**config.mk**
```make
export PLATFORM = sky130hd
export DESIGN_NAME = tab_arq_arbiter_flat
export DESIGN_NICKNAME = d
export VERILOG_FILES = /design/src/rtl/tab_arq_arbiter_if.sv /design/src/rtl/tab_arq_arbiter.sv /design/src/flat_wrapper.sv
export SDC_FILE = /design/constraint.sdc
export NUM_CORES = 1
export LEC_CHECK = 0
export BUFFER_PORTS_ARGS = -buffer_cell sky130_fd_sc_hd__clkbuf_2
export CORE_ASPECT_RATIO = 0.6
export CORE_UTILIZATION = 45
export CTS_CLUSTER_DIAMETER = 80
export DETAILED_ROUTE_END_ITERATION = 7
export PLACE_DENSITY = 0.87
export SYNTH_ARGS = -nofsm -noshare
export SYNTH_HDL_FRONTEND = slang
export SYNTH_SLANG_ARGS = --single-unit
```
**constraint.sdc**
```tcl
create_clock -name clock -period 5 [get_ports clock]
set_input_delay 0 -clock clock [delete_from_list [all_inputs] [get_ports clock]]
set_output_delay 0 -clock clock [all_outputs]
set_load 0.01 [all_outputs]
```
**src/rtl/tab_arq_arbiter_if.sv**
```systemverilog
// -----------------------------------------------------------------------------
// tab_arq_arbiter_if
// Bundles the two requester handshakes and the file-table access bus.
//   req<n>_valid/ready/we/addr/wdata : request channel of requester n
//   resp<n>_valid/rdata/err          : one-cycle response of requester n
//   tab_endereco/dados_esc/op        : table address, write data, write enable
//   tab_dados_lid                    : table read data (combinational)
// Modports:
//   slave  : the arbiter side (receives requests, drives the table)
//   master : the environment side (requesters and the table itself)
// -----------------------------------------------------------------------------
interface tab_arq_arbiter_if #(
    parameter int AW = 32,
    parameter int DW = 32
);
    logic          req0_valid;
    logic          req0_ready;
    logic          req0_we;
    logic [AW-1:0] req0_addr;
    logic [DW-1:0] req0_wdata;
    logic          resp0_valid;
    logic [DW-1:0] resp0_rdata;
    logic          resp0_err;

    logic          req1_valid;
    logic          req1_ready;
    logic          req1_we;
    logic [AW-1:0] req1_addr;
    logic [DW-1:0] req1_wdata;
    logic          resp1_valid;
    logic [DW-1:0] resp1_rdata;
    logic          resp1_err;

    logic [AW-1:0] tab_endereco;
    logic [DW-1:0] tab_dados_esc;
    logic          tab_op;
    logic [DW-1:0] tab_dados_lid;

    modport slave (
        input  req0_valid, req0_we, req0_addr, req0_wdata,
        output req0_ready, resp0_valid, resp0_rdata, resp0_err,
        input  req1_valid, req1_we, req1_addr, req1_wdata,
        output req1_ready, resp1_valid, resp1_rdata, resp1_err,
        output tab_endereco, tab_dados_esc, tab_op,
        input  tab_dados_lid
    );

    modport master (
        output req0_valid, req0_we, req0_addr, req0_wdata,
        input  req0_ready, resp0_valid, resp0_rdata, resp0_err,
        output req1_valid, req1_we, req1_addr, req1_wdata,
        input  req1_ready, resp1_valid, resp1_rdata, resp1_err,
        input  tab_endereco, tab_dados_esc, tab_op,
        output tab_dados_lid
    );
endinterface

```
**src/rtl/tab_arq_arbiter.sv**
```systemverilog
// -----------------------------------------------------------------------------
// tab_arq_arbiter
// Shares the file table (DEPTH x DW, synchronous write, asynchronous read)
// between requester 0 (CPU datapath) and requester 1 (IO/loader).
// Round-robin arbitration on ties; each accepted request runs
// IDLE -> ACCESS -> RESP -> IDLE, i.e. one table access and one response
// pulse, giving one request every three cycles.
// Ports:
//   clock : rising-edge clock
//   reset : asynchronous, active-high
//   bus   : tab_arq_arbiter_if.slave (requests, responses, table bus)
// Out-of-range addresses (addr >= DEPTH) are answered with err=1 and never
// raise the table write enable.
// -----------------------------------------------------------------------------
module tab_arq_arbiter #(
    parameter int DEPTH = 201,
    parameter int AW    = 32,
    parameter int DW    = 32
) (
    input  logic            clock,
    input  logic            reset,
    tab_arq_arbiter_if.slave bus
);

    typedef enum logic [1:0] {
        ST_IDLE   = 2'd0,
        ST_ACCESS = 2'd1,
        ST_RESP   = 2'd2
    } state_t;

    localparam logic [AW-1:0] DEPTH_W = AW'(DEPTH);

    state_t        state_r;
    state_t        state_s;
    logic          last_grant_r;
    logic          id_r;
    logic          we_r;
    logic          err_r;
    logic [AW-1:0] addr_r;
    logic [DW-1:0] wdata_r;
    logic          tab_op_r;

    logic          resp0_valid_r;
    logic          resp1_valid_r;
    logic          resp0_err_r;
    logic          resp1_err_r;
    logic [DW-1:0] resp0_rdata_r;
    logic [DW-1:0] resp1_rdata_r;

    logic          grant0_s;
    logic          grant1_s;
    logic          accept_s;
    logic          sel_we_s;
    logic          sel_err_s;
    logic [AW-1:0] sel_addr_s;
    logic [DW-1:0] sel_wdata_s;
    logic          rd_ok_s;

    // Winner selection (IDLE only) and next-state decode
    always_comb begin
        state_s  = state_r;
        grant0_s = 1'b0;
        grant1_s = 1'b0;
        case (state_r)
            ST_IDLE: begin
                // On a tie the requester that was not served last wins;
                // last_grant_r resets to 1 so requester 0 takes the first tie.
                if (bus.req0_valid && (!bus.req1_valid || last_grant_r)) begin
                    grant0_s = 1'b1;
                end else if (bus.req1_valid) begin
                    grant1_s = 1'b1;
                end else begin
                    grant0_s = 1'b0;
                    grant1_s = 1'b0;
                end
                if (grant0_s || grant1_s) begin
                    state_s = ST_ACCESS;
                end else begin
                    state_s = ST_IDLE;
                end
            end
            ST_ACCESS: state_s = ST_RESP;
            ST_RESP:   state_s = ST_IDLE;
            default:   state_s = ST_IDLE;
        endcase
    end

    // Fields of the winning request, selected for capture at the handshake
    always_comb begin
        accept_s = grant0_s | grant1_s;
        if (grant1_s) begin
            sel_we_s    = bus.req1_we;
            sel_addr_s  = bus.req1_addr;
            sel_wdata_s = bus.req1_wdata;
        end else begin
            sel_we_s    = bus.req0_we;
            sel_addr_s  = bus.req0_addr;
            sel_wdata_s = bus.req0_wdata;
        end
        // Full-width compare so any upper address bit flags an error
        sel_err_s = (sel_addr_s >= DEPTH_W);
        rd_ok_s   = (state_r == ST_ACCESS) && !we_r && !err_r;
    end

    // Ready is combinational so the handshake completes in the IDLE cycle
    assign bus.req0_ready = grant0_s & ~reset;
    assign bus.req1_ready = grant1_s & ~reset;

    // FSM state register
    always_ff @(posedge clock or posedge reset) begin
        if (reset) begin
            state_r <= ST_IDLE;
        end else begin
            state_r <= state_s;
        end
    end

    // Capture of the accepted request and round-robin history
    always_ff @(posedge clock or posedge reset) begin
        if (reset) begin
            last_grant_r <= 1'b1;
            id_r         <= 1'b0;
            we_r         <= 1'b0;
            err_r        <= 1'b0;
            addr_r       <= {AW{1'b0}};
            wdata_r      <= {DW{1'b0}};
        end else if (accept_s) begin
            last_grant_r <= grant1_s;
            id_r         <= grant1_s;
            we_r         <= sel_we_s;
            err_r        <= sel_err_s;
            addr_r       <= sel_addr_s;
            wdata_r      <= sel_wdata_s;
        end else begin
            last_grant_r <= last_grant_r;
            id_r         <= id_r;
            we_r         <= we_r;
            err_r        <= err_r;
            addr_r       <= addr_r;
            wdata_r      <= wdata_r;
        end
    end

    // Table write enable: a dedicated flop that is high only for the ACCESS
    // cycle of an in-range write, so it is glitch-free and reset kills it at once
    always_ff @(posedge clock or posedge reset) begin
        if (reset) begin
            tab_op_r <= 1'b0;
        end else begin
            tab_op_r <= accept_s & sel_we_s & ~sel_err_s;
        end
    end

    // Response registers: loaded at the end of ACCESS, so they show during RESP
    always_ff @(posedge clock or posedge reset) begin
        if (reset) begin
            resp0_valid_r <= 1'b0;
            resp1_valid_r <= 1'b0;
            resp0_err_r   <= 1'b0;
            resp1_err_r   <= 1'b0;
            resp0_rdata_r <= {DW{1'b0}};
            resp1_rdata_r <= {DW{1'b0}};
        end else begin
            resp0_valid_r <= (state_r == ST_ACCESS) && !id_r;
            resp1_valid_r <= (state_r == ST_ACCESS) &&  id_r;
            resp0_err_r   <= (state_r == ST_ACCESS) && !id_r && err_r;
            resp1_err_r   <= (state_r == ST_ACCESS) &&  id_r && err_r;
            resp0_rdata_r <= (rd_ok_s && !id_r) ? bus.tab_dados_lid : {DW{1'b0}};
            resp1_rdata_r <= (rd_ok_s &&  id_r) ? bus.tab_dados_lid : {DW{1'b0}};
        end
    end

    // addr_r only changes on a handshake, so the table address stays stable
    // from ACCESS through RESP
    assign bus.tab_endereco  = addr_r;
    assign bus.tab_dados_esc = wdata_r;
    assign bus.tab_op        = tab_op_r;
    assign bus.resp0_valid   = resp0_valid_r;
    assign bus.resp1_valid   = resp1_valid_r;
    assign bus.resp0_err     = resp0_err_r;
    assign bus.resp1_err     = resp1_err_r;
    assign bus.resp0_rdata   = resp0_rdata_r;
    assign bus.resp1_rdata   = resp1_rdata_r;

endmodule

```
**src/flat_wrapper.sv**
```systemverilog
// flat-port wrapper written by rule: the top's interface ports become plain ports
module tab_arq_arbiter_flat 
#(
    parameter int DEPTH = 201,
    parameter int AW    = 32,
    parameter int DW    = 32
)
  (clock, reset, bus_req0_valid, bus_req0_we, bus_req0_addr, bus_req0_wdata, bus_req0_ready, bus_resp0_valid, bus_resp0_rdata, bus_resp0_err, bus_req1_valid, bus_req1_we, bus_req1_addr, bus_req1_wdata, bus_req1_ready, bus_resp1_valid, bus_resp1_rdata, bus_resp1_err, bus_tab_endereco, bus_tab_dados_esc, bus_tab_op, bus_tab_dados_lid);
  tab_arq_arbiter_if #(.AW(AW), .DW(DW)) bus_i ();
  input  logic clock;
  input  logic reset;
  input wire logic [$bits(bus_i.req0_valid)-1:0] bus_req0_valid;
  input wire logic [$bits(bus_i.req0_we)-1:0] bus_req0_we;
  input wire logic [$bits(bus_i.req0_addr)-1:0] bus_req0_addr;
  input wire logic [$bits(bus_i.req0_wdata)-1:0] bus_req0_wdata;
  output wire logic [$bits(bus_i.req0_ready)-1:0] bus_req0_ready;
  output wire logic [$bits(bus_i.resp0_valid)-1:0] bus_resp0_valid;
  output wire logic [$bits(bus_i.resp0_rdata)-1:0] bus_resp0_rdata;
  output wire logic [$bits(bus_i.resp0_err)-1:0] bus_resp0_err;
  input wire logic [$bits(bus_i.req1_valid)-1:0] bus_req1_valid;
  input wire logic [$bits(bus_i.req1_we)-1:0] bus_req1_we;
  input wire logic [$bits(bus_i.req1_addr)-1:0] bus_req1_addr;
  input wire logic [$bits(bus_i.req1_wdata)-1:0] bus_req1_wdata;
  output wire logic [$bits(bus_i.req1_ready)-1:0] bus_req1_ready;
  output wire logic [$bits(bus_i.resp1_valid)-1:0] bus_resp1_valid;
  output wire logic [$bits(bus_i.resp1_rdata)-1:0] bus_resp1_rdata;
  output wire logic [$bits(bus_i.resp1_err)-1:0] bus_resp1_err;
  output wire logic [$bits(bus_i.tab_endereco)-1:0] bus_tab_endereco;
  output wire logic [$bits(bus_i.tab_dados_esc)-1:0] bus_tab_dados_esc;
  output wire logic [$bits(bus_i.tab_op)-1:0] bus_tab_op;
  input wire logic [$bits(bus_i.tab_dados_lid)-1:0] bus_tab_dados_lid;
  assign bus_i.req0_valid = bus_req0_valid;
  assign bus_i.req0_we = bus_req0_we;
  assign bus_i.req0_addr = bus_req0_addr;
  assign bus_i.req0_wdata = bus_req0_wdata;
  assign bus_req0_ready = bus_i.req0_ready;
  assign bus_resp0_valid = bus_i.resp0_valid;
  assign bus_resp0_rdata = bus_i.resp0_rdata;
  assign bus_resp0_err = bus_i.resp0_err;
  assign bus_i.req1_valid = bus_req1_valid;
  assign bus_i.req1_we = bus_req1_we;
  assign bus_i.req1_addr = bus_req1_addr;
  assign bus_i.req1_wdata = bus_req1_wdata;
  assign bus_req1_ready = bus_i.req1_ready;
  assign bus_resp1_valid = bus_i.resp1_valid;
  assign bus_resp1_rdata = bus_i.resp1_rdata;
  assign bus_resp1_err = bus_i.resp1_err;
  assign bus_tab_endereco = bus_i.tab_endereco;
  assign bus_tab_dados_esc = bus_i.tab_dados_esc;
  assign bus_tab_op = bus_i.tab_op;
  assign bus_i.tab_dados_lid = bus_tab_dados_lid;
  tab_arq_arbiter #(.DEPTH(DEPTH), .AW(AW), .DW(DW)) u_core (.clock(clock), .reset(reset), .bus(bus_i));
endmodule
```
* Yosys cells after proc, flatten, opt, wreduce, memory -nomap -nowiden
Cells that the tools add are included.
W data, S select, Z words.
** Word-level totals
- Bits in registers :: 139
- Latch bits :: 0
- Memory bits (writable) :: 0
- ROM bits :: 0
- Logic and storage cells :: 53
- Memories :: 0
** Operators by class
- Add/sub/neg operators :: 0
- Multiply operators :: 0
- Divide/modulo/power cells :: 0
- $lt $le $gt $ge :: 1
- Equal/unequal tests :: 1
- Shift operators :: 0
- Muxes and demuxes :: 14
- Bitwise logic cells :: 7
- Reduce and logical (&&, ||, !) cells :: 16
** Operators by type and width (count)
- $mux W32 :: 4
- $ge A32 B8 Y1 const B :: 1
- $logic_and A1 B1 Y1 :: 9
- $mux W1 :: 9
- $and A1 B1 Y1 :: 4
- $logic_not A1 Y1 :: 4
- $pmux W2 S2 :: 1
- $eq A2 B1 Y1 const B :: 1
- $logic_not A2 Y1 :: 1
- $logic_or A1 B1 Y1 :: 2
- $not A1 Y1 :: 2
- $or A1 B1 Y1 :: 1

* Logic depth before layout (Yosys ltp)
Gate-level depths: netlist (run 1).
- Depth in word-level cells :: 10
- Gate-level depth with buffers :: 6
- Mapped depth without buffers :: 5

* Worst setup path after synthesis (run 1)
Ideal clock, no wire load.
- Path kind :: input port to output port
- Start :: in reset
- End :: out bus_req0_ready
- Arrival time :: 3.437 ns
- Slack :: 1.563 ns
- Cell stages on the path :: 2
- Buffers on the path :: 0
- Cells stage by stage :: inv_1 -> o2111a_1
** On the way
- Cells in the longest elaborated chain, start to end :: 2
** Ends and longest elaborated chain
- start: declaration :: line flat_wrapper.sv:11 : input logic reset;
- $not A1 Y1 :: line tab_arq_arbiter.sv:106 : assign bus.req0_ready = grant0_s & ~reset;
- $and A1 B1 Y1 :: line tab_arq_arbiter.sv:106
- end: declaration :: line flat_wrapper.sv:16 : output wire logic [$bits(bus_i.req0_ready)-1:0] bus_req0_ready;
No other way between the ends.

* Worst setup path after layout (run 1)
- Start :: reg u_core.state_r[0]
- End :: reg u_core.wdata_r[23] (netlist: u_core.bus.tab_dados_esc[23])
** On the way
- Cells in the longest elaborated chain, start to end :: 3
- Elaborated cells on any way between the ends :: 5
- Those cells by class :: 3 x mux; 1 x bitwise; 1 x reduce/logical
** Ends and longest elaborated chain
- start: declaration :: line tab_arq_arbiter.sv:33 : state_t state_r;
- start signal: assignment :: line tab_arq_arbiter.sv:114 : state_r <= state_s;
- $logic_not A2 Y1 (*) :: line tab_arq_arbiter.sv:64 : case (state_r)
- $mux W1 :: line tab_arq_arbiter.sv:64
- $mux W32 / $or A1 B1 Y1 (equally long branches) :: line tab_arq_arbiter.sv:91, tab_arq_arbiter.sv:90
- end signal: assignment :: line tab_arq_arbiter.sv:126 : wdata_r <= {DW{1'b0}};
- end signal: assignment :: line tab_arq_arbiter.sv:133 : wdata_r <= sel_wdata_s;
- end signal: assignment :: line tab_arq_arbiter.sv:140 : wdata_r <= wdata_r;
- end: declaration :: line tab_arq_arbiter.sv:40 : logic [DW-1:0] wdata_r;
Every way passes the cells marked *; elsewhere a longest branch is shown, timed or not.
A chain may end at the register's enable or synchronous reset.

==> metrics.txt, run 1 <==
result of the run complete, no violations; count of state elements after synthesis between 100 and 150; routed vias 5477; # nets final between 1k and 1.5k; global-route wire length before repair between 20000 and 30000 µm; setup skew after layout 0.0126 ns; FMAX 347 MHz; min setup slack post-route between 2 and 2.5 ns; launch instance of the worst min-delay path bus_req0_we; HP Class input pin to flop; final weighted congestion of routability-driven global placement 0.867; initial cell density of the core 0.462; FP Rows 31; Critical Path Start u_core.state_r[0]; average detailed-routed wire length per instance 17.0 µm; global route overflow 0; mean post-synth cell area 11.7 µm²; Arrival @ worst endpoint around 3.2 ns; buffers inserted by post-CTS timing repair 0; die span in y 88.4 µm; DP Worst Slack 2.60 ns; Sink Count 139; number of buffers created by CTS 17; clock-pin slew on the worst setup and hold paths 0.06 ns; slew at the pin closest to its max-slew limit 1.22 ns; post-cts resize count 0; required time of the critical path approximately 5.3 ns; Synth Area in XOR/XNOR 0; antenna violations before repair 1; detailed-route wire length 18900 µm; final worst-path cycle share 0.576; maximum number of buffers from clock root to sink 2; Worst-Skew Late Latency between 0.4 and 0.5 ns; total cell area at the placement stage 0.00722 mm²; largest family of logic cells by synthesized area simple AND/OR/NAND/NOR gates; total iterations of the first detailed-routing run 5; maximum number of pins on one net before global-route repair 97; total die area between 0.01 and 0.015 mm²; crit path max fanout 70; Critical Path End Type flop; post-synthesis cell area 0.00559 mm²; final hold violation count 0; Die W 146 µm; buffer cell driving the clock tree root clkbuf_16; vias in the first global route 5708; CP Cell Sequence a211oi_2, nand2_4, mux2i_1, dlygate4sd3_1, o21ai_0; antenna violation net count after detailed routing 0; start-to-end type of the worst setup path flop to flop; Global Route Usage Sum 0.294; sequential cell area fraction in the yosys report 0.622; Reg2Reg Launch Point u_core.state_r[0]; Bufs and invs on worst path 1; I/O pins 301; final cell area excluding filler cells 0.00944 mm²; mux cell area share after synthesis 0.116; Post-Syn Nets 645; unrepaired setup endpoints after global routing false; number of slew-limit violations in the final report 0; Synthesis Warnings 0; shortest clock period the worst path allows after layout around 2.9 ns; DRC Markers 0; fraction of the mapped netlist area in adder cells 0; P_leak just over 5 nW; count of maximum capacitance violations 0; number of standard cells after synthesis 479; total power 4.39 mW; top cell family by delay on the critical path simple AND/OR/NAND/NOR gates; drt first-iter violations around 290; P per Cell Area about 470 mW/mm²; total negative slack for setup checks 0 ns; number of filler instances in the final layout 748; IO buf count 300; final HPWL from detailed placement between 10000 and 15000 µm; maximum level of the CTS H-tree 4; area fraction in compound gates after synthesis 0.0872; TritonCTS clock tree built; Via density 4.91; crit path max-delay cell type nand2_4; largest vdd supply drop 279 µV; Setup crit start kind flop; count of cell types in the netlist 34; endpoints failing setup 0; synthesis-to-layout area growth 68.7%; share of post-route cells with drive strength above 1 0.362; post-synthesis simple-gate area fraction 0.149; Final Core Density 0.780; relative max-transition margin 0.189; core region area 0.0121 mm²; maximum cell stage delay along the critical path ~0.72 ns
==> power by group <==
| group | total, mW | internal [mW] | switching (mW) |
|---|---|---|---|
| Clock | 1.25 | 0.747 | 0.504 |
| Combinational | 1.55 | 0.695 | 0.852 |
| Sequential | 1.60 | 1.42 | 0.174 |
| Total | 4.39 | 2.86 | 1.53 |
==> path summary, 6_finish.rpt <==
kind                                                endpoint  cells after the start  slack (ns)
worst min register to register   u_core.bus.tab_endereco[20]                      2        0.48
worst max-delay path            u_core.bus.tab_dados_esc[23]                      5        2.12
min in group asynchronous         u_core.bus.resp0_rdata[28]                      3        0.32
worst min-delay path                       u_core.bus.tab_op                      3        0.04
max in group asynchronous         u_core.bus.resp0_rdata[30]                      4        3.47
worst max register to register  u_core.bus.tab_dados_esc[23]                      5        2.12
==> Yosys cell counts <==
| library cell | count | area, µm² |
|---|---|---|
| a211oi_2 | 1 | 12.5 |
| dfrtp_1 | 138 | 3450 |
| nand2_1 | 68 | 255 |
| o21ai_1 | 6 | 30.0 |
| a211o_1 | 1 | 8.76 |
| o31a_1 | 2 | 17.5 |
| inv_1 | 3 | 11.3 |
| nand4_1 | 2 | 12.5 |
| clkbuf_1 | 14 | 52.6 |
| o211ai_1 | 2 | 15.0 |
| nor2b_1 | 1 | 6.26 |
| and3_1 | 2 | 12.5 |
| o22ai_1 | 1 | 6.26 |
| and2_1 | 66 | 413 |
| a221oi_2 | 1 | 15.0 |
| dfstp_2 | 1 | 26.3 |
| o311a_1 | 2 | 20.0 |
| o2111ai_1 | 3 | 26.3 |
| o2111a_1 | 1 | 11.3 |
| o21ai_0 | 61 | 305 |
| and4b_1 | 1 | 10.0 |
| and2b_1 | 1 | 7.51 |
| nor3_1 | 2 | 10.0 |
| inv_2 | 1 | 3.75 |
| nor4_1 | 10 | 62.6 |
| o32ai_1 | 1 | 8.76 |
| nor2_1 | 3 | 11.3 |
| a21oi_1 | 1 | 5.00 |
| buf_6 | 1 | 11.3 |
| buf_2 | 13 | 65.1 |
| mux2i_1 | 65 | 651 |
| a31oi_1 | 1 | 6.26 |
| nand2_2 | 1 | 6.26 |
| nor3b_2 | 2 | 25.0 |
==> registers in the layout (all words and copies together), names as in the netlist <==
name	flops
u_core.bus.resp1_valid	1
u_core.bus.tab_dados_esc	32
u_core.bus.tab_endereco	32
u_core.bus.resp0_err	1
u_core.id_r	1
u_core.last_grant_r	1
u_core.bus.resp1_rdata	32
u_core.we_r	1
u_core.bus.resp0_rdata	32
u_core.bus.resp1_err	1
u_core.err_r	1
u_core.bus.tab_op	1
u_core.state_r	2
u_core.bus.resp0_valid	1
==> tightest hold or removal path: stages <==
cell and delay, ns:
clkbuf_2 0.09, mux2i_1 0.07, and4b_1 0.24
==> area by class of cell <==
type                    count  area [µm²]  area share
clock buffers              18         429      0.0455
inverters                   4        20.0     0.00212
flip-flops and latches    139        3480       0.369
well taps                 165         206      0.0219
clock inverters            14         161      0.0171
multi-input cells         308        1990       0.210
repair buffers            466        3150       0.334
diodes                      1        2.50    0.000265
==> repair_timing <==
action                     CTS  global route
hold buffers               162             0
hold endpoints to repair   210             0
setup endpoints to repair    0             0
==> through the flow <==
step / hold slack, ns / cells
after floorplan: 0.0475 / 479
after global placement: 0.187 / 920
after detailed placement: 0.196 / 920
after CTS: 0.0342 / 1114
after global routing: 0.0648 / 1115
final: 0.0354 / 1115
==> metal layers <==
metal,part of all wire,track usage
met1,0.39,0.343
met2,0.54,0.551
met3,0.058,0.0598
met4,0.021,0.100
met5,0,0
==> cells by family after synthesis <==
group,Yosys count
compound gates,84
buf+inv,32
flops,139
mux,65
simple gates,159
==> placed cells by master, fill, tap and decap left out, types with 4 or more instances in the layout <==
| cell type | n |
|---|---|
| and2_1 | 66 |
| buf_4 | 4 |
| clkbuf_16 | 17 |
| clkbuf_2 | 300 |
| clkinv_4 | 4 |
| dfrtp_1 | 138 |
| dlygate4sd3_1 | 162 |
| inv_6 | 5 |
| mux2i_1 | 65 |
| nand2_1 | 68 |
| nor4_1 | 10 |
| o21ai_0 | 61 |
| o21ai_1 | 5 |
Note: power is estimated with default switching activity, not from simulation.
==> run 2: changes to the inputs <==
Clock period 5 ns to 2.7 ns, I/O delays scaled along.
==> metrics.txt, run 2 (synthesis gave the netlist of run 1 again) <==
min setup slack post-route 0.391 ns (-1.73 ns); global-route wire length before repair 30600 µm (+5.4%); I/O pins 301 (unchanged); P_leak 5.24 nW (+1.2%); antenna violation net count after detailed routing 0 (unchanged); routed vias 5620 (+2.6%); antenna cell count 0 (-1); maximum level of the CTS H-tree 4 (unchanged); number of instances on the worst hold path 3 (unchanged); Setup crit start kind flop; shortest clock period the worst path allows after layout 2.31 ns (-0.570 ns); vias in the first global route 5847 (+2.4%); buffer cell driving the clock tree root clkbuf_16; HP Class input pin to flop; Via density 5.03 (+2.4%); antenna violations before repair 0 (-1); endpoints failing setup 0 (unchanged); Sink Count 139 (unchanged); number of slew-limit violations in the final report 0 (unchanged); DP Worst Slack 0.947 ns (-1.66 ns); Arrival @ worst endpoint 2.61 ns (-0.55 ns); total met2 wirelength after detailed routing 10600 µm (+4.1%); count of maximum capacitance violations 0 (unchanged); maximum number of pins on one net before global-route repair 140 (+44%); required time of the critical path 3.00 ns (-2.28 ns); Worst-Skew Late Latency 0.41 ns (about the same); Top Metal Used met4; start-to-end type of the worst setup path flop to flop; final hold violation count 0 (unchanged); count of cells along the worst register-to-register path 6 (+1); final weighted congestion of routability-driven global placement 0.858 (-1.0%); number of instances in the placed design 923 (+0.33%); drt first-iter violations 206 (-30%); clock-pin slew on the worst setup and hold paths 0.06 ns (about the same); TritonCTS clock tree built; FMAX 433 MHz (+25%); die span in y 88.4 µm (unchanged); IO buf count 300 (unchanged); crit path max fanout 46 (-34%); wl on met1 7680 µm (+5.3%); post-cts resize count 0 (unchanged); unrepaired setup endpoints after global routing false; share of post-route cells with drive strength above 1 0.364 (+0.00201); average detailed-routed wire length per instance 18.0 µm (+6.3%); Critical Path End Type flop; core region area 0.0121 mm² (unchanged); total die area 0.0129 mm² (unchanged); global route overflow 0 (unchanged); leading cell types in the layout, fill and taps excluded clkbuf_2, dlygate4sd3_1, dfrtp_1; detailed-route wire length 20200 µm (+6.5%); total negative slack for setup checks 0 ns (unchanged); slew at the pin closest to its max-slew limit 0.727 ns (-0.489 ns); result of the run complete, no violations; Die W 146 µm (unchanged); DRC Markers 0 (unchanged); setup skew after layout 0.0127 ns (+0.000186 ns); total iterations of the first detailed-routing run 5 (unchanged); final worst-path cycle share 0.855 (+0.279); # nets final 1105 (+0.27%); Global Route Usage Sum 0.316 (+0.0222); number of filler instances in the final layout 731 (-2.3%); final HPWL from detailed placement 11200 µm (-0.44%); most frequent standard cell in the layout excluding fill and tap cells clkbuf_2; DR WL met3 1210 µm (+11%); maximum number of buffers from clock root to sink 2 (unchanged); synthesis-to-layout area growth 71.0%; relative max-transition margin 0.515 (+0.326); number of buffers created by CTS 17 (unchanged); P per Cell Area 890 mW/mm² (+91%); FP Rows 31 (unchanged); non-filler instance count after layout 1117 (+0.18%); largest vdd supply drop 488 µV (+75%); initial cell density of the core 0.462 (unchanged)
[run 2: timing repair]
item	in CTS	in global routing
hold buffers	162	0
hold endpoints to repair	269	0
buffers inserted	0	0
[run 2: where the power goes]
group | internal, mW | switching [mW] | total, mW
logic | 1.32 | 1.60 | 2.92
clock network | 1.67 | 0.945 | 2.61
registers | 2.63 | 0.346 | 2.98
[run 2: through the flow]
stage	cell area (µm²)	hold slack [ns]	total power, mW	utilization
floorplan	5600	0.0475	4.36	-
global placement	7280	0.217	5.28	0.602
detailed placement	7280	0.222	5.38	0.602
CTS	9570	0.0347	8.42	0.791
global route	9570	0.0532	8.95	0.791
finish	9570	0.0410	8.51	0.791
[run 2: worst paths after layout]
check	startpoint	to	slack, ns
min	bus_req0_we	u_core.bus.tab_op	0.04
max in group asynchronous	reset	u_core.bus.tab_dados_esc[23]	1.76
min in group asynchronous	reset	u_core.bus.resp0_err	0.40
max	u_core.state_r[0]	u_core.bus.tab_dados_esc[4]	0.39
max reg2reg	u_core.state_r[0]	u_core.bus.tab_dados_esc[4]	0.39
min reg2reg	u_core.bus.tab_endereco[24]	u_core.bus.tab_endereco[24]	0.48
[run 2: cell type report]
class	instances	area, µm²	area share
Inverter	4	18.8	0.00196
Timing Repair Buffer	469	3210	0.336
Clock buffer	18	429	0.0449
Multi-Input combinational cell	308	1990	0.208
Sequential cell	139	3480	0.364
Clock inverter	14	233	0.0243
Tap cell	165	206	0.0216
[run 2: critical path: stages (launching register included)]
cell           delay, ns
dfrtp_1             0.42
a211oi_2            0.42
nand2_4             0.10
buf_12              0.23
mux2i_1             0.17
dlygate4sd3_1       0.60
o21ai_0             0.25
[run 2: per-layer routing]
metal  vias up  GRT usage
met5         -          0
met4         0      0.145
met1      2706      0.353
met2       276      0.587
li1       2570          -
met3        68     0.0763
==> run 3: changes to the inputs <==
Settings changed: CORE_UTILIZATION 45 to 35, CTS_CLUSTER_DIAMETER 80 to unset, PLACE_DENSITY 0.87 to 0.72.
==> metrics.txt, run 3 (synthesis gave the netlist of run 1 again) <==
Internal Dissipation 5.24 mW (-6.7%); final worst-path cycle share 0.924 (+0.0687); P per Cell Area 848 mW/mm² (-4.7%); largest vdd supply drop 483 µV (-1.0%); maximum level of the CTS H-tree 4 (unchanged); Global Route Usage Sum 0.218 (-0.0983); required time of the critical path 2.94 ns (-0.06 ns); Sequential cell area 0.00348 mm² (unchanged); Sink Count 139 (unchanged); I/O pins 301 (unchanged); Worst-Skew Late Latency 0.41 ns (about the same); antenna cell count 0 (unchanged); P_leak 5.19 nW (-0.95%); unrepaired setup endpoints after global routing false; Psw 2.82 mW (-2.4%); final HPWL from detailed placement 11600 µm (+3.4%); global route overflow 0 (unchanged); DRC Markers 0 (unchanged); total negative slack for setup checks 0 ns (unchanged); Setup crit start kind flop; number of filler instances in the final layout 1227 (+68%); vias in the first global route 5504 (-5.9%); endpoints failing setup 0 (unchanged); IO buf count 300 (unchanged); antenna violation net count after detailed routing 0 (unchanged); launch instance of the worst min-delay path bus_req1_addr[8]; sequential cell fraction of total power 0.364 (+0.014); Reg2Reg Launch Point u_core.last_grant_r; start-to-end type of the worst setup path flop to flop; TritonCTS clock tree built; crit path max fanout 24 (-48%); total cell area at the placement stage 0.00732 mm² (+0.48%); Via density 4.60 (-8.5%); min setup slack post-route 0.206 ns (-0.186 ns); share of power burned in the clock network 0.284 (-0.023); leading cell types in the layout, fill and taps excluded clkbuf_2, dlygate4sd3_1, dfrtp_1; multi-input gate area in the final layout 0.00199 mm² (unchanged); initial cell density of the core 0.362 (-0.100); Arrival @ worst endpoint 2.74 ns (+0.13 ns); drt first-iter violations 330 (+60%); final hold violation count 0 (unchanged); worst-case hold path end point u_core.bus.tab_endereco[8]; number of instances on the worst hold path 4 (+1); endpoint of the lowest-slack register-to-register path u_core.bus.tab_endereco[17]; number of buffers created by CTS 17 (unchanged); routed vias 5317 (-5.4%); core region area 0.0155 mm² (+28%); total iterations of the first detailed-routing run 4 (-1); buffer cell driving the clock tree root clkbuf_16; average detailed-routed wire length per instance 15.6 µm (-14%); # nets final 1105 (unchanged); count of maximum capacitance violations 0 (unchanged); Final Core Density 0.616 (-0.175); die span in y 99.9 µm (+13%); relative max-transition margin 0.328 (-0.188); maximum number of pins on one net before global-route repair 95 (-32%); DP Worst Slack 0.756 ns (-0.191 ns); total die area 0.0165 mm² (+28%); worst setup slack for register-to-register paths 0.21 ns (-0.19 ns); number of slew-limit violations in the final report 0 (unchanged); synthesis-to-layout area growth 70.1%; count of cells along the worst register-to-register path 6 (unchanged); global-route wire length before repair 27700 µm (-9.3%); shortest clock period the worst path allows after layout 2.49 ns (+0.186 ns); switching portion of total power 0.350 (+0.0102); buffers inserted by post-CTS timing repair 0 (unchanged); FMAX 401 MHz (-7.4%); most frequent standard cell in the layout excluding fill and tap cells clkbuf_2; setup skew after layout 0.0143 ns (+0.00153 ns); final cell area excluding filler cells 0.00952 mm² (-0.52%); FP Rows 35 (+13%); antenna violations before repair 0 (unchanged); share of post-route cells with drive strength above 1 0.364 (unchanged); Critical Path End Type flop; slew at the pin closest to its max-slew limit 1.00 ns (+0.278 ns); final weighted congestion of routability-driven global placement 0.757 (-12%); detailed-route wire length 18000 µm (-11%); clock-pin slew on the worst setup and hold paths 0.07 ns (about the same); HP Class input pin to flop; tightest hold margin 0.0729 ns (+0.0318 ns); maximum number of buffers from clock root to sink 2 (unchanged); Die W 165 µm (+13%); Comb pwr share 0.352 (+0.009); result of the run complete, no violations
-- run 3: cell types whose count changed in the layout (fill, tap and decap cells not counted) --
cell        before  now
inv_8            2    3
inv_6            4    6
bufinv_16        5    1
buf_4            4    5
buf_12           3    2
clkinvlp_4       2    4
clkinv_4         2    1
-- run 3: critical path, cell delays in order (launching register included) --
cell           delay (ns)
dfstp_2              0.56
a211oi_2             0.12
nand2_4              0.36
buf_4                0.41
mux2i_1              0.24
dlygate4sd3_1        0.57
o21ai_1              0.07
-- run 3: routing by layer --
metal / share of wire / global-route usage
met1: 0.43 / 0.274
met2: 0.49 / 0.371
met3: 0.066 / 0.0545
met4: 0.015 / 0.0621
met5: 0 / 0
-- run 3: worst max-delay path by stage --
stage                                       end  slack, ns                start  depth (start not counted)
finish              u_core.bus.tab_endereco[17]       0.21  u_core.last_grant_r                          6
detailed placement            u_core.bus.tab_op       0.76    u_core.state_r[0]                          4
global placement    u_core.bus.tab_endereco[12]       0.81  u_core.last_grant_r                          5
floorplan                        bus_req0_ready       0.27                reset                          2
CTS                 u_core.bus.tab_endereco[13]       0.26  u_core.last_grant_r                          6
global route        u_core.bus.tab_endereco[27]       0.06    u_core.state_r[0]                          6
-- run 3: layout make-up --
| class | instances | area share |
|---|---|---|
| timing repair buffer | 469 | 0.336 |
| tap | 203 | 0.0267 |
| multi-input combinational | 308 | 0.209 |
| sequential | 139 | 0.366 |
| clock inverter | 14 | 0.0155 |
| inverter | 4 | 0.00197 |
| clock buffer | 18 | 0.0451 |
-- run 3: power by group through the flow --
stage                     Sequential, mW  Clock (mW)  Combinational (mW)
after floorplan                     3.17           0                1.19
after global placement              2.95           0                2.35
after detailed placement            2.95           0                2.41
after CTS                           2.93        2.35                2.81
after global routing                3.00        2.45                3.15
final                               2.94        2.29                2.84
-- run 3: through the flow --
| step | total power [mW] | cells |
|---|---|---|
| 2_1_floorplan | 4.36 | 479 |
| 3_3_place_gp | 5.30 | 961 |
| 3_5_place_dp | 5.37 | 961 |
| 4_1_cts | 8.09 | 1155 |
| 5_1_grt | 8.61 | 1155 |
| 6_report | 8.07 | 1155 |
-- run 3: what timing repair did --
item                      in CTS  in global routing
hold endpoints to repair     237                  0
hold buffers                 162                  0
gates resized for setup        0                  0
